`src/rtl/ps2_pkg.sv`:
```
// Shared constants for the PS/2 key tracker: set-2 prefix codes, discard codes,
// decoder state encoding and the hex-to-seven-segment pattern table.
package ps2_pkg;

    localparam logic [7:0] SC_EXT = 8'hE0;
    localparam logic [7:0] SC_BRK = 8'hF0;

    localparam logic [1:0] ST_IDLE    = 2'd0;
    localparam logic [1:0] ST_EXT     = 2'd1;
    localparam logic [1:0] ST_BRK     = 2'd2;
    localparam logic [1:0] ST_EXT_BRK = 2'd3;

    // Keyboard status/ack bytes that never form part of a key sequence
    function automatic logic is_discard(input logic [7:0] b);
        return (b == 8'h00) || (b == 8'hFF) || (b == 8'hAA) ||
               (b == 8'hFA) || (b == 8'hFE);
    endfunction

    // Active-high segment pattern, bit order a,b,c,d,e,f,g,dp (a is the MSB)
    function automatic logic [7:0] hex_to_seg(input logic [3:0] h);
        logic [7:0] s;
        case (h)
            4'h0: s = 8'hFC;
            4'h1: s = 8'h60;
            4'h2: s = 8'hDA;
            4'h3: s = 8'hF2;
            4'h4: s = 8'h66;
            4'h5: s = 8'hB6;
            4'h6: s = 8'hBE;
            4'h7: s = 8'hE0;
            4'h8: s = 8'hFE;
            4'h9: s = 8'hF6;
            4'hA: s = 8'hEE;
            4'hB: s = 8'h3E;
            4'hC: s = 8'h9C;
            4'hD: s = 8'h7A;
            4'hE: s = 8'h9E;
            default: s = 8'h8E;
        endcase
        return s;
    endfunction

endpackage

```
`src/rtl/hex7seg.sv`:
```
// One hexadecimal digit to an active-low seven-segment pattern, decimal point off.
module hex7seg
    import ps2_pkg::*;
(
    input  logic [3:0] hex,
    output logic [7:0] seg_n
);

    assign seg_n = ~hex_to_seg(hex);

endmodule

```
`src/rtl/ps2_key_tracker.sv`:
```
// Pops scan-code bytes from ps2_keyboard, decodes set-2 make/break/extended sequences,
// tracks the held key and press count, and drives seven-segment digits for both.
module ps2_key_tracker
    import ps2_pkg::*;
#(
    parameter int CNT_W            = 8,
    parameter int CNT_DIGITS       = 2,
    parameter int BLANK_ON_RELEASE = 1,
    parameter int TYPEMATIC_COUNT  = 0
) (
    input  logic                        clk,
    input  logic                        rst,
    input  logic                        ready,
    input  logic [7:0]                  data,
    input  logic                        overflow,
    output logic                        nextdata_n,
    output logic [7:0]                  key_code,
    output logic                        key_ext,
    output logic                        key_held,
    output logic                        make_pulse,
    output logic                        break_pulse,
    output logic [CNT_W-1:0]            press_cnt,
    output logic                        ovf_sticky,
    output logic [8*(2+CNT_DIGITS)-1:0] seg
);

    localparam int NDIG = 2 + CNT_DIGITS;

    if (CNT_DIGITS * 4 < CNT_W) begin : g_bad_digits
        $error("CNT_DIGITS too small to display CNT_W bits of press_cnt");
    end

    logic [1:0]       state_q, state_d;
    logic             nextdata_n_q, nextdata_n_d;
    logic [7:0]       key_code_q, key_code_d;
    logic             key_ext_q, key_ext_d;
    logic             key_held_q, key_held_d;
    logic             key_valid_q, key_valid_d;
    logic             make_pulse_q, make_pulse_d;
    logic             break_pulse_q, break_pulse_d;
    logic [CNT_W-1:0] press_cnt_q, press_cnt_d;
    logic             ovf_sticky_q, ovf_sticky_d;

    logic consume;
    logic do_make;
    logic do_break;
    logic ev_ext;
    logic same_key;

    // A byte is taken only while the pop strobe is idle, so the strobe alternates at most every other cycle
    always_comb begin
        consume       = ready && nextdata_n_q;
        nextdata_n_d  = !consume;
        state_d       = state_q;
        key_code_d    = key_code_q;
        key_ext_d     = key_ext_q;
        key_held_d    = key_held_q;
        key_valid_d   = key_valid_q;
        press_cnt_d   = press_cnt_q;
        make_pulse_d  = 1'b0;
        break_pulse_d = 1'b0;
        ovf_sticky_d  = ovf_sticky_q || overflow;
        do_make       = 1'b0;
        do_break      = 1'b0;
        ev_ext        = 1'b0;

        if (consume) begin
            if (is_discard(data)) begin
                state_d = ST_IDLE;
            end else if (data == SC_EXT) begin
                state_d = ST_EXT;
            end else if (data == SC_BRK) begin
                state_d = (state_q == ST_EXT || state_q == ST_EXT_BRK) ? ST_EXT_BRK : ST_BRK;
            end else begin
                state_d  = ST_IDLE;
                ev_ext   = (state_q == ST_EXT) || (state_q == ST_EXT_BRK);
                do_make  = (state_q == ST_IDLE) || (state_q == ST_EXT);
                do_break = !do_make;
            end
        end

        same_key = key_held_q && (key_code_q == data) && (key_ext_q == ev_ext);

        // Typematic repeats of the held key only count when configured to
        if (do_make && (!same_key || TYPEMATIC_COUNT != 0)) begin
            key_code_d   = data;
            key_ext_d    = ev_ext;
            key_held_d   = 1'b1;
            key_valid_d  = 1'b1;
            make_pulse_d = 1'b1;
            press_cnt_d  = press_cnt_q + CNT_W'(1);
        end

        if (do_break) begin
            break_pulse_d = 1'b1;
            if (same_key) begin
                key_held_d = 1'b0;
            end
        end
    end

    always_ff @(posedge clk) begin
        if (rst) begin
            state_q       <= ST_IDLE;
            nextdata_n_q  <= 1'b1;
            key_code_q    <= 8'h00;
            key_ext_q     <= 1'b0;
            key_held_q    <= 1'b0;
            key_valid_q   <= 1'b0;
            make_pulse_q  <= 1'b0;
            break_pulse_q <= 1'b0;
            press_cnt_q   <= '0;
            ovf_sticky_q  <= 1'b0;
        end else begin
            state_q       <= state_d;
            nextdata_n_q  <= nextdata_n_d;
            key_code_q    <= key_code_d;
            key_ext_q     <= key_ext_d;
            key_held_q    <= key_held_d;
            key_valid_q   <= key_valid_d;
            make_pulse_q  <= make_pulse_d;
            break_pulse_q <= break_pulse_d;
            press_cnt_q   <= press_cnt_d;
            ovf_sticky_q  <= ovf_sticky_d;
        end
    end

    assign nextdata_n  = nextdata_n_q;
    assign key_code    = key_code_q;
    assign key_ext     = key_ext_q;
    assign key_held    = key_held_q;
    assign make_pulse  = make_pulse_q;
    assign break_pulse = break_pulse_q;
    assign press_cnt   = press_cnt_q;
    assign ovf_sticky  = ovf_sticky_q;

    logic [CNT_DIGITS*4-1:0] cnt_ext;
    logic                    show_key;

    assign cnt_ext  = (CNT_DIGITS*4)'(press_cnt_q);
    assign show_key = (BLANK_ON_RELEASE != 0) ? key_held_q : key_valid_q;

    // Digits 0-1 show the key code (blankable), the rest show press_cnt nibbles
    for (genvar i = 0; i < NDIG; i++) begin : g_digit
        logic [3:0] nib;
        logic [7:0] dig_n;

        if (i < 2) begin : g_key
            assign nib          = key_code_q[4*i +: 4];
            assign seg[8*i +: 8] = show_key ? dig_n : 8'hFF;
        end else begin : g_cnt
            assign nib          = cnt_ext[4*(i-2) +: 4];
            assign seg[8*i +: 8] = dig_n;
        end

        hex7seg u_hex (
            .hex  (nib),
            .seg_n(dig_n)
        );
    end

endmodule
```
`config.mk`:
```
export PLATFORM = sky130hd
export DESIGN_NAME = ps2_key_tracker
export DESIGN_NICKNAME = d
export VERILOG_FILES = /design/src/rtl/ps2_pkg.sv /design/src/rtl/hex7seg.sv /design/src/rtl/ps2_key_tracker.sv
export SDC_FILE = /design/constraint.sdc
export NUM_CORES = 1
export LEC_CHECK = 0
export CORE_MARGIN = 2
export CORE_UTILIZATION = 43
export CTS_CLUSTER_SIZE = 20
export DETAILED_ROUTE_END_ITERATION = 6
export GPL_TIMING_DRIVEN = 1
export PLACE_DENSITY_LB_ADDON = 0.05
export SYNTH_ARGS = -nofsm -noshare
export SYNTH_HDL_FRONTEND = slang
export SYNTH_HIERARCHICAL = 1
export SYNTH_SLANG_ARGS = --single-unit
```
`constraint.sdc`:
```
create_clock -name clk -period 1.9 [get_ports clk]
set_input_delay 0.38 -clock clk [delete_from_list [all_inputs] [get_ports clk]]
set_output_delay 0.38 -clock clk [all_outputs]
set_load 0.05 [all_outputs]
```
# Word level (Yosys, flattened, before mapping)
# Memories as Yosys holds them, arrays and structs flattened. A register that Yosys moved wholly into a read port is not among the register bits.
# Index checks and enable logic that the tools add are counted.
# op_classes
addsub	1
n_eq_ne	10
mux	31
bitwise_logic	4
n_reduce_logical	16
# ops
operator	count
== test 8 bit (second input constant)	6
two-way mux 4 bit	8
NOT 8 bit	4
two-way mux 1 bit	18
two-way mux 8 bit	2
adder 8 x 1 -> 8 bit (second input constant)	1
== test 8 bit	1
zero test 8 bit	1
logical OR 1 bit	7
two-way mux 2 bit	3
logical AND 1 bit	4
zero test 1 bit	3
== test 2 x 1 -> 1 bit (second input constant)	1
== test 2 bit (second input constant)	1
zero test 2 bit	1
== test 1 bit	1
# word_totals
regBits	24
mem_bits_ro	448
in_bits	12
memories	4
# mem_list
name	words	width	read_ports	rd_ports_with_merged_regs	write_ports	line	rtl
(name not given)	16	7	1	1	0	ps2_pkg.sv:22	case (h)
(name not given)	16	7	1	1	0	ps2_pkg.sv:22	
(name not given)	16	7	1	1	0	ps2_pkg.sv:22	
(name not given)	16	7	1	1	0	ps2_pkg.sv:22	

# Longest topological paths before layout
# depth
ltp_word	14
mapped_depth	8
mapped_depth_nobuf	6

# Modules after synthesis
# Netlist, hierarchy kept.
# by_module_without_submodules
mod	n_inst	cells_each	area_per_inst_um2
ps2_key_tracker	1	155	1331.3
hex7seg	4	33	262.8

# Worst setup path after synthesis
# No wires, ideal clock.
# synth_path
path_type	reg-to-output
start	register press_cnt[0] (netlist name)
end	output seg[19]
t_arrival_ps	2522
slack_ps	-1002
stages_incl_launch_ff	5
n_path_buf	0
cell_sequence	dfxtp_1 inv_1 ha_1 nor2b_1 o32ai_1
# synth_lines
element	line	rtl
to (decl)	ps2_key_tracker.sv:24	output logic [8*(2+CNT_DIGITS)-1:0] seg

==> results.cfg <==
[run_status]
status = complete, but fails checks
violations = setup timing

[timing]
fin_crit_ps = 2120
fin_skew_ps = 1.82
setup_viol = 17
rsz0062_at_grt = true
relSlewSlack_pct = 66.9
finalHoldViolCount = 0
timing.fmax_ghz = 0.471
fin_crit_sh_pct = 112
drv_slew = 0
setup_ws_ps = -225
tightest_slew_ps = 495
hold_slack_ps = 478

[grt]
grt_max_degree = 19
use_met3_pct = 1.84
grt_pass1_vias = 2310
use_met1_pct = 25.6
grtUsageTotal_pct = 20.3
grt_antenna_before_repair = 0
overflow = 0
met2_usage_pct = 36.6
grt_pass1_wl_um = 10400
gr-max-usage-layer = met2

[synth]
syn-mean-instance-area_um2 = 8.30
synth_flop_cell = dfxtp_1
synth_edf_count = 0
synth_warnings = 6
yosysUniqueCellTypes = 47
synth_nets = 324
ys_seq_area_share_pct = 20.2
synth-async-reset-ratio_pct = 0
mappedNetlistArea_um2 = 2380
synth_cells = 287
synth-seq-cells = 24

[finish]
drive_gt1_share_pct = 54.3
area_delta_synth_final_pct = 77.0
fin_cells = 470
layout_common_cells = buf_4 (73), buf_12 (25), nor2_1 (19)
final_common_cell = buf_4
num_antenna_cells = 0
final_nets = 436

[clock_network]
cts_made_buffers = 3
htree_levels = 1
cts_sinks = 24
clk_path_buf_depth = 2
insertion_delay_ps = 270
clk_pin_slew_ps = 90
cts_tree = built
cts_root_buffer = clkbuf_8

[power]
internal-power_mw = 1.09
p_seq_share_pct = 31.1
peakVddDrop_v = 0.000481
leakagePower_nw = 1.66
p_switching_mw = 0.698
p_clk_share_pct = 17.5
switching_share_pct = 39.0
power_frac_comb_pct = 51.5
powerDensity_nw_per_um2 = 425

[floorplan]
start_util_pct = 43.8
coreArea_um2 = 5440
num_rows = 27
die_w_um = 78.4
die_h_um = 78.4
dieArea_um2 = 6150
ioPinCount = 66

[place]
placed_cells = 438
gp_congestion = 0.829
portBuffers = 61
dp_hpwl_um = 4460

[setup_path]
cpMaxStageDelayCell = mux4_2
critPathKind = reg2out
crit_path_end_kind = primary output
start_kind = register
path_cells = inv_4 -> ha_4 -> inv_2 -> mux4_2 -> nand2b_4 -> buf_8
r2r_slack_ps = 100
critPathMaxStageDelay_ps = 440
cp_max_fo = 5
arrival_ps = 1740
required_ps = 1520

[worst_hold_path]
hold_path.class = reg2reg

[routing]
vias_per_cell = 5.31
ant_nets = 0
detail_route.wl_per_cell_um = 13.9
dr.pass1.iters = 4
dr_total_vias = 2498
drc_errors = 0
drt_iter0_markers = 87
routed_wirelength_um = 6550

[job]
cap_violations = 0
-- repair_timing --
item	in CTS	in global routing
resized for setup	73	34
setup buffers	19	8
endpoints found under the setup margin	43	38
gates cloned	0	1
endpoints found under the hold margin	0	0
pin swaps	9	14
hold buffers	0	0
-- critical path, delay by kind of cell (launching register included) --
family                     cells  cell delay, ps
muxes                          1             440
DFF                            1             390
adders and majority gates      1             250
buffers and inverters          3             230
and+or+nand+nor                1             160
-- per-stage QoR --
stage	setup slack (ps)	power, mW	setup TNS (ps)	instance area (um2)	utilization (%)
floorplan	-8.52	1.07	-8.52	2520	-
global placement	-434	1.35	-7500	3520	64.8
detailed placement	-509	1.36	-8420	3520	64.8
CTS	-229	1.75	-1830	3970	73.1
global route	-279	1.87	-3200	4220	77.5
finish	-225	1.79	-1870	4220	77.5
-- sequential cells by signal, summed over array words and instances (netlist names) --
signal / flops
key_ext: 1
nextdata_n: 1
break_pulse: 1
key_code: 8
make_pulse: 1
ovf_sticky: 1
press_cnt: 8
key_held: 1
state_q: 2
-- Yosys cell counts, types with 2 or more instances --
| cell type | n | share of area [%] |
|---|---|---|
| ha_1 | 25 | 13 |
| dfxtp_1 | 24 | 20 |
| nand2b_1 | 20 | 5.3 |
| nand2_1 | 19 | 3.0 |
| nor2_1 | 19 | 3.0 |
| nand3_1 | 13 | 2.7 |
| o21ai_1 | 13 | 2.7 |
| a21oi_1 | 12 | 2.5 |
| inv_1 | 12 | 1.9 |
| nor2b_1 | 9 | 2.4 |
| xnor2_1 | 9 | 3.3 |
| a22o_1 | 8 | 2.9 |
| buf_4 | 8 | 2.5 |
| mux2i_1 | 8 | 3.4 |
| nand4_1 | 7 | 1.8 |
| a21oi_2 | 6 | 2.2 |
| clkbuf_1 | 5 | 0.79 |
| o31ai_1 | 5 | 1.6 |
| or4_1 | 5 | 1.6 |
| a31oi_1 | 4 | 1.1 |
| a32o_1 | 4 | 1.7 |
| buf_6 | 4 | 1.9 |
| conb_1 | 4 | 0.63 |
| mux4_2 | 4 | 3.8 |
| nor2_2 | 4 | 1.1 |
| o32ai_1 | 4 | 1.5 |
| or3b_1 | 4 | 1.5 |
| nor3_1 | 3 | 0.63 |
| or3_1 | 3 | 0.79 |
| buf_2 | 2 | 0.42 |
| nor4_1 | 2 | 0.53 |
| or2_2 | 2 | 0.53 |
| or4_4 | 2 | 0.95 |
-- layer usage --
layer,vias up,wire length (um)
met4,0,82
met3,8,259
li1,1234,-
met1,1185,2900
met2,71,3310
met5,-,0
-- kinds of logic after synthesis --
| group | share of synthesized area (%) |
|---|---|
| and+or+nand+nor | 27.7 |
| buffers and inverters | 9.35 |
| xor gates and xnor gates | 3.68 |
| adders and majority gates | 13.1 |
| other | 0.630 |
| AOI/OAI and AO/OA | 17.8 |
| muxes | 7.62 |
| DFF | 20.2 |
-- path summary, 6_finish.rpt --
check              start      endpoint  cells past startpoint
max          key_code[0]        seg[4]                      6
min reg2reg   ovf_sticky    ovf_sticky                      2
max reg2reg  key_code[5]  press_cnt[2]                      6
min           ovf_sticky    ovf_sticky                      2
-- cell type report --
type	count	area, um2
multi-input cells	229	2090
repair buffers	129	1390
fillers	367	1220
inverters	12	75.1
flip-flops and latches	24	528
clock inverters	1	3.75
clock buffers	3	41.3
well taps	72	90.1
-- power groups by stage --
stage	Combinational, mW	Clock (mW)	Sequential (mW)
floorplan	0.435	0	0.632
global placement	0.789	0	0.565
detailed placement	0.798	0	0.566
CTS	0.873	0.322	0.555
global route	0.976	0.336	0.561
finish	0.922	0.313	0.556
Power figures use the tool's default switching activity.
